File: src/rtl/bus_frame_receiver.sv
// Serial frame receiver for the shared FPGA bus: deserialises start/src/dst/data/crc/stop frames,
// checks the x^4+x+1 CRC and filters by destination address.
module bus_frame_receiver #(
    parameter logic [3:0] MY_ADDR    = 4'd1,
    parameter logic [3:0] BCAST_ADDR = 4'd15,
    parameter int         DATA_W     = 64
) (
    input  logic              clock,
    input  logic              reset,
    input  logic              bus_in,
    output logic              rx_valid,
    output logic [3:0]        rx_src,
    output logic [DATA_W-1:0] rx_data,
    output logic              crc_err,
    output logic              frame_err,
    output logic              busy
);

    localparam int CNT_W = (DATA_W > 4) ? $clog2(DATA_W) : 2;

    typedef enum logic [2:0] {
        IDLE    = 3'd0,
        SRC     = 3'd1,
        DST     = 3'd2,
        DATA    = 3'd3,
        CRC     = 3'd4,
        STOP    = 3'd5,
        WAIT_HI = 3'd6
    } state_t;

    state_t             state_r;
    state_t             state_nxt_s;
    logic [CNT_W-1:0]   cnt_r;
    logic [3:0]         src_r;
    logic [3:0]         dst_r;
    logic [DATA_W-1:0]  data_r;
    logic [3:0]         crc_r;
    logic [3:0]         crc_rx_r;
    logic               stop_r;
    logic               eval_r;
    logic               valid_nxt_s;
    logic               crc_err_nxt_s;
    logic               frame_err_nxt_s;
    logic               busy_nxt_s;
    logic               rx_valid_r;
    logic [3:0]         rx_src_r;
    logic [DATA_W-1:0]  rx_data_r;
    logic               crc_err_r;
    logic               frame_err_r;
    logic               busy_r;

    function automatic logic [3:0] crc4_step(input logic [3:0] c, input logic b);
        logic fb;
        fb = c[3] ^ b;
        return {c[2:0], 1'b0} ^ (fb ? 4'h3 : 4'h0);
    endfunction

    // State register
    always_ff @(posedge clock) begin
        if (reset) begin
            state_r <= IDLE;
        end else begin
            state_r <= state_nxt_s;
        end
    end

    // Next-state logic; the field counter hitting zero marks the last bit of a field
    always_comb begin
        state_nxt_s = state_r;
        case (state_r)
            IDLE:    if (!bus_in) state_nxt_s = SRC;  else state_nxt_s = IDLE;
            SRC:     if (cnt_r == '0) state_nxt_s = DST;  else state_nxt_s = SRC;
            DST:     if (cnt_r == '0) state_nxt_s = DATA; else state_nxt_s = DST;
            DATA:    if (cnt_r == '0) state_nxt_s = CRC;  else state_nxt_s = DATA;
            CRC:     if (cnt_r == '0) state_nxt_s = STOP; else state_nxt_s = CRC;
            STOP:    if (bus_in) state_nxt_s = IDLE;  else state_nxt_s = WAIT_HI;
            WAIT_HI: if (bus_in) state_nxt_s = IDLE;  else state_nxt_s = WAIT_HI;
            default: state_nxt_s = IDLE;
        endcase
    end

    // Verdict on the frame whose stop bit was captured on the previous edge
    always_comb begin
        valid_nxt_s     = 1'b0;
        crc_err_nxt_s   = 1'b0;
        frame_err_nxt_s = 1'b0;
        busy_nxt_s      = (state_r != IDLE);
        if (eval_r) begin
            if (!stop_r) begin
                frame_err_nxt_s = 1'b1;
            end else if (crc_rx_r != crc_r) begin
                crc_err_nxt_s = 1'b1;
            end else if ((dst_r == MY_ADDR) || (dst_r == BCAST_ADDR)) begin
                valid_nxt_s = 1'b1;
            end else begin
                valid_nxt_s = 1'b0;
            end
        end else begin
            valid_nxt_s = 1'b0;
        end
    end

    // Field shift registers, running CRC and the shared field down-counter
    always_ff @(posedge clock) begin
        if (reset) begin
            cnt_r    <= '0;
            src_r    <= 4'h0;
            dst_r    <= 4'h0;
            data_r   <= '0;
            crc_r    <= 4'h0;
            crc_rx_r <= 4'h0;
            stop_r   <= 1'b0;
            eval_r   <= 1'b0;
        end else begin
            eval_r <= (state_r == STOP);
            if (state_r == STOP) begin
                stop_r <= bus_in;
            end else begin
                stop_r <= stop_r;
            end
            case (state_r)
                IDLE: begin
                    if (!bus_in) begin
                        cnt_r <= CNT_W'(3);
                        crc_r <= 4'h0;
                    end else begin
                        cnt_r <= cnt_r;
                    end
                end
                SRC: begin
                    src_r <= {src_r[2:0], bus_in};
                    crc_r <= crc4_step(crc_r, bus_in);
                    cnt_r <= (cnt_r == '0) ? CNT_W'(3) : cnt_r - CNT_W'(1);
                end
                DST: begin
                    dst_r <= {dst_r[2:0], bus_in};
                    crc_r <= crc4_step(crc_r, bus_in);
                    cnt_r <= (cnt_r == '0) ? CNT_W'(DATA_W - 1) : cnt_r - CNT_W'(1);
                end
                DATA: begin
                    data_r <= {data_r[DATA_W-2:0], bus_in};
                    crc_r  <= crc4_step(crc_r, bus_in);
                    cnt_r  <= (cnt_r == '0) ? CNT_W'(3) : cnt_r - CNT_W'(1);
                end
                CRC: begin
                    crc_rx_r <= {crc_rx_r[2:0], bus_in};
                    cnt_r    <= (cnt_r == '0) ? '0 : cnt_r - CNT_W'(1);
                end
                default: begin
                    cnt_r <= cnt_r;
                end
            endcase
        end
    end

    // Registered outputs; payload and source hold until the next accepted frame
    always_ff @(posedge clock) begin
        if (reset) begin
            rx_valid_r  <= 1'b0;
            rx_src_r    <= 4'h0;
            rx_data_r   <= '0;
            crc_err_r   <= 1'b0;
            frame_err_r <= 1'b0;
            busy_r      <= 1'b0;
        end else begin
            rx_valid_r  <= valid_nxt_s;
            crc_err_r   <= crc_err_nxt_s;
            frame_err_r <= frame_err_nxt_s;
            busy_r      <= busy_nxt_s;
            if (valid_nxt_s) begin
                rx_src_r  <= src_r;
                rx_data_r <= data_r;
            end else begin
                rx_src_r  <= rx_src_r;
                rx_data_r <= rx_data_r;
            end
        end
    end

    assign rx_valid  = rx_valid_r;
    assign rx_src    = rx_src_r;
    assign rx_data   = rx_data_r;
    assign crc_err   = crc_err_r;
    assign frame_err = frame_err_r;
    assign busy      = busy_r;

endmodule

File: config.mk
export PLATFORM = sky130hd
export DESIGN_NAME = bus_frame_receiver
export DESIGN_NICKNAME = d
export VERILOG_FILES = /design/src/rtl/bus_frame_receiver.sv
export SDC_FILE = /design/constraint.sdc
export NUM_CORES = 1
export LEC_CHECK = 0
export CORE_MARGIN = 2
export CORE_UTILIZATION = 43
export DETAILED_ROUTE_END_ITERATION = 12
export GPL_TIMING_DRIVEN = 0
export PLACE_DENSITY = 0.77
export SKIP_CTS_REPAIR_TIMING = 1
export SYNTH_ARGS = -nofsm -noshare
export SYNTH_HDL_FRONTEND = slang
export SYNTH_SLANG_ARGS = --single-unit
File: constraint.sdc
create_clock -name clock -period 1.74 [get_ports clock]
set_input_delay 0.348 -clock clock [delete_from_list [all_inputs] [get_ports clock]]
set_output_delay 0.348 -clock clock [all_outputs]
set_load 0.02 [all_outputs]
# --- Word-level counts from Yosys, hierarchy flattened ---
# Cells that the tools add are included.
word_totals:
  regBits: 163
  elab_cells: 64
classes:
  addsub: 1
  n_eq_ne: 10
  muxes: 21
  n_bitwise: 4
  n_reduce_logical: 13
op_table:
  columns: ["op", "count"]
  rows:
  - ["$mux 6", 4]
  - ["$pmux 6 s4", 1]
  - ["$pmux 3 s6", 1]
  - ["$eq 3x3->1 const B", 3]
  - ["$mux 1", 9]
  - ["$pmux 4 s2", 1]
  - ["$eq 3x2->1 const B", 2]
  - ["$logic_not 6->1", 1]
  - ["$mux 3", 2]
  - ["$reduce_or 2->1", 3]
  - ["$reduce_or 3->1", 2]
  - ["$sub 6x1->6 const B", 1]
  - ["$eq 4x1->1 const B", 1]
  - ["$eq 4x4->1 const B", 1]
  - ["$mux 2", 2]
  - ["$mux 4", 1]
  - ["$ne 4x4->1", 1]
  - ["$reduce_and 2->1", 2]
  - ["$reduce_bool 4->1", 1]
  - ["$xor 4x2->4", 1]
  - ["$eq 3x1->1 const B", 1]
  - ["$logic_not 3->1", 1]
  - ["$reduce_bool 3->1", 1]
  - ["$ne 2x2->1 const B", 1]
  - ["other kinds (4)", 5]

# --- Logic depth before layout (Yosys ltp) ---
depth:
  word_depth: 6
  depth_mapped: 7
  ltp_nobuf: 6

# --- Worst setup path after synthesis ---
# Ideal clock, no wire load.
synth_path:
  kind: "register to register"
  start: "reg cnt_r[0]"
  end: "reg cnt_r[1]"
  arrival_ps: 1637
  required_ps: 1640
  setup_slack_ps: 4
  path_stages_with_launch: 8
  cell_sequence: "dfxtp_1 inv_1 ha_1 nor3b_4 and2_1 buf_6 nor2_2 a2111oi_4"
synth_via:
  elab_chain_cells: 3
  word_cells_on_any_way: 6
synth_rtl:
  columns: ["element", "line_no", "source"]
  rows:
  - ["from (decl)", "33", "logic [CNT_W-1:0] cnt_r;"]
  - ["from (signal assigned)", "127", "cnt_r <= cnt_r;"]
  - ["from (signal assigned)", "133", "cnt_r <= (cnt_r == '0) ? CNT_W'(3) : cnt_r - CNT_W'(1);"]
  - ["from (signal assigned)", "138", "cnt_r <= (cnt_r == '0) ? CNT_W'(DATA_W - 1) : cnt_r - CNT_W'(1);"]
  - ["$sub 6x1->6 or $logic_not 6->1 (tied branches)", null, null]
  - ["$mux 6, on equally long branches", null, null]
  - ["$pmux 6 s4 (*)", "121", "case (state_r)"]
# Mark *: on every way between the ends. The rest lies on a longest branch, timed or not.
# A chain may end at the register's enable or synchronous reset.

# --- Worst setup path after layout ---
layout_path:
  start: "reg state_r[0]"
  end: "reg cnt_r[2]"
layout_via:
  elab_chain_cells: 4
  word_cells_on_any_way: 10
layout_rtl:
  columns: ["element", "line_no", "source"]
  rows:
  - ["from (decl)", "31", "state_t state_r;"]
  - ["from (signal assigned)", "63", "state_r <= state_nxt_s;"]
  - ["$eq 3x2->1 or $eq 3x1->1 (tied branches)", "121", null]
  - ["$reduce_or 2->1 (no line)", null, null]
  - ["$reduce_bool 4->1 (no line)", null, null]
  - ["$reduce_and 2->1 (no line)", null, null]
# Parallel ways exist; a longest one is shown, timed or not.

==> impl_metrics.toml <==
[outcome]
status = "finished, violations left"
violations = "setup timing"

[placement]
dp.cells = 1031
dp_hpwl_um = 10500
io_buffers = 74
gp_congestion = 0.884

[timing]
period_share_pct = 101
period_needed_ps = 1760
drv_slew = 0
hold_viol = 0
max_freq_ghz = 0.570
maxSlewHeadroom_pct = 55.4
worst_slack_ps = -15.4
clock_skew_ps = 6.52
rsz0062_at_grt = "true"
finalSetupViolations = 1
worst_slew_pin_slew_ps = 663

[synth]
syn-num-nets = 777
ys.flop_type = "dfxtp_1"
synth.yosys.seq_area_share_pct = 51.6
synth_commonest_cells = "163 x dfxtp_1, 155 x a21oi_1, 147 x nand2_1, 69 x nand3_1, 47 x o21ai_0"
synth_top_area_share_pct = 51.6
yosysMostFrequentCell = "dfxtp_1"
synth_area_leader_cell = "dfxtp_1"
synth_warnings = 0
synth_area_um2 = 6330
synthDistinctLibCells = 60
async_reset_ff_share_pct = 0
synth.area.top_cells = "dfxtp_1 52%, a21oi_1 12%, nand2_1 8.7%"
avgSynthCellArea_um2 = 8.19
synth_edf_count = 0
syn_inst = 773
ys_seq_elements = 163

[drt]
initialDrtViolationCount = 487
drt_first_pass_iters = 5
wl_per_cell_um = 15.2
via_per_inst = 5.54
detail-route-antenna-nets = 0
drc_errors = 0
num_vias = 5892
routed_wirelength_um = 16200

[worst_setup_path]
arrival_ps = 2070
r2r_start = "state_r[0]"
worstPathRequired_ps = 2050
rr_worst_depth = 5
r2r_slack_ps = -20
r2r-end = "cnt_r[2]"
start_kind = "flip-flop"
slowest_stage = "nor3_1"
crit_chain = "buf_6, nor3_1, nor3b_1, or4b_1, o41ai_1"
slowest_delay_ps = 550
cp_max_fo = 10
cp-end-kind = "flip-flop"
crit_type = "reg -> reg"

[cts]
numCtsBuffers = 17
htreeDepth = 4
worst_skew_pair.late_latency_ps = 420
cts-root-buf = "clkbuf_16"
cts_tree = "built"
clkSinkCount = 163
cts_max_path_buffers = 2
cts.clk_slew.worst_paths_ps = 60

[floorplan]
die_y_um = 125
die_w_um = 125
boundaryPins = 75
start_util_pct = 43.7
rows = 44
die_area_um2 = 15700
core-area_um2 = 14500

[power_and_ir_drop]
pwr-share-seq_pct = 43.7
p_switching_mw = 2.47
p_leak_nw = 3.33
pwr-share-comb_pct = 17.2
power.internal_mw = 6.42
power_frac_clock_pct = 39.1
power.share.switching_pct = 27.8
irDropWorstVdd_v = 0.000791
power_density_nw_per_um2 = 1090

[final_layout]
drive_above_1_share_pct = 11.8
nNetsFinal = 874
final_util_pct = 56.1
layoutNonFillerInstCount = 1064
area_delta_synth_final_pct = 28.4
n_fill_cell = 1333
num_antenna_cells = 0

[global_routing]
grt_remaining_overflow = 0
grt_usage_pct = 20.4
first_global_vias = 5570
grt_max_degree = 17
antenna_found_initial = 0
grt_pass1_wl_um = 26500

[hold_path]
holdPathStages = 2
min_to = "data_r[63]"
hp-class = "reg -> reg"
min_from = "data_r[63]"

[flow_run]
max_cap_violations = 0
==> per-stage QoR <==
step | hold slack [ps] | cell area [um2] | total power, mW | setup TNS [ps] | setup WS [ps]
4_1_cts | 464 | 7840 | 8.72 | -25030 | -329
6_report | 460 | 8120 | 8.89 | -15.4 | -15.4
2_1_floorplan | 437 | 6330 | 4.93 | 0 | 3.75
3_3_place_gp | 447 | 7300 | 5.26 | -41940 | -538
5_1_grt | 478 | 8120 | 9.26 | -175 | -81.8
3_5_place_dp | 456 | 7300 | 5.27 | -47100 | -621
==> power groups by stage <==
stage	sequential [mW]	clock, mW	combinational [mW]
4_1_cts	3.88	3.52	1.33
6_report	3.88	3.48	1.53
5_1_grt	3.89	3.70	1.67
2_1_floorplan	3.95	0	0.980
3_5_place_dp	3.96	0	1.32
3_3_place_gp	3.95	0	1.30
==> how the worst max path moves through the flow <==
stage                     from         end  slack (ps)  depth (start not counted)
floorplan             cnt_r[0]    cnt_r[1]           4                          7
global placement         reset  state_r[1]        -540                          5
detailed placement       reset   frame_err        -620                          4
CTS                 state_r[0]   data_r[6]        -330                          6
global route          cnt_r[0]    cnt_r[1]         -80                          7
finish              state_r[0]    cnt_r[2]         -20                          5
==> flip-flops by register name (all words and copies together) (netlist names) <==
name and cells:
data_r 64, rx_data 64, cnt_r 6, crc_r 4
crc_rx_r 4, dst_r 4, rx_src 4, src_r 4
state_r 3, busy 1, crc_err 1, eval_r 1
frame_err 1, rx_valid 1, stop_r 1
==> cells by family (layout without fill, tap and decap cells) <==
family | Yosys count | count (layout) | synth area share [%]
simple gates | 264 | 265 | 18.9
compound gates | 261 | 261 | 22.6
mux | 5 | 5 | 0.791
xor+xnor | 5 | 5 | 0.692
flops | 163 | 163 | 51.6
fa+ha+maj | 1 | 1 | 0.198
buf+inv | 74 | 180 | 5.22
==> worst max-delay path, delay by kind of cell, from the launching register on <==
kind	cells	cell delay, ps
buffers and inverters	1	130
AND/OR/NAND/NOR	3	1130
flip-flops	1	310
AO/OA/AOI/OAI	1	70
==> cells in the final DEF, fill, tap and decap left out, types with 3 or more instances in the layout <==
| cell | netlist | routed |
|---|---|---|
| clkinv_2 | 0 | 3 |
| o21ai_1 | 30 | 31 |
| buf_4 | 3 | 10 |
| dfxtp_1 | 163 | 156 |
| dfxtp_2 | 0 | 5 |
| buf_6 | 2 | 4 |
| dlymetal6s2s_1 | 0 | 37 |
| nand3_1 | 69 | 68 |
| clkdlybuf4s50_1 | 0 | 37 |
| clkbuf_16 | 0 | 17 |
| nor2_1 | 15 | 14 |
| clkbuf_2 | 1 | 21 |
| mux2i_1 | 5 | 5 |
| clkbuf_1 | 40 | 26 |
| buf_2 | 20 | 11 |
| nand2_1 | 147 | 147 |
| nor2_2 | 2 | 3 |
| nor3_1 | 5 | 4 |
| clkbuf_4 | 0 | 3 |
| o21ai_0 | 47 | 46 |
| a21oi_1 | 155 | 155 |
| nor3b_1 | 3 | 3 |
| inv_1 | 4 | 3 |
| clkbuf_8 | 0 | 4 |
==> layout make-up <==
type                            count  area [um2]  area share (%)
Sequential cell                   163        3280            40.3
Multi-Input combinational cell    537        2830            34.9
Timing Repair Buffer               78         863            10.6
Clock buffer                       24         492            6.05
Buffer                             68         359            4.42
Tap cell                          184         230            2.83
Clock inverter                      5        52.6           0.647
Inverter                            5        18.8           0.231
==> per-layer routing <==
layer  GRT usage, %  vias up  routed length, um  share of wire [%]
li1               -     2893                  -                  -
met1           27.0     2790               7350                 45
met5              0        -                  0                  0
met2           32.4      182               7600                 47
met3           4.45       27                907                5.6
met4           8.82        0                314                1.9
No activity file was read; power rests on OpenSTA's default activity.
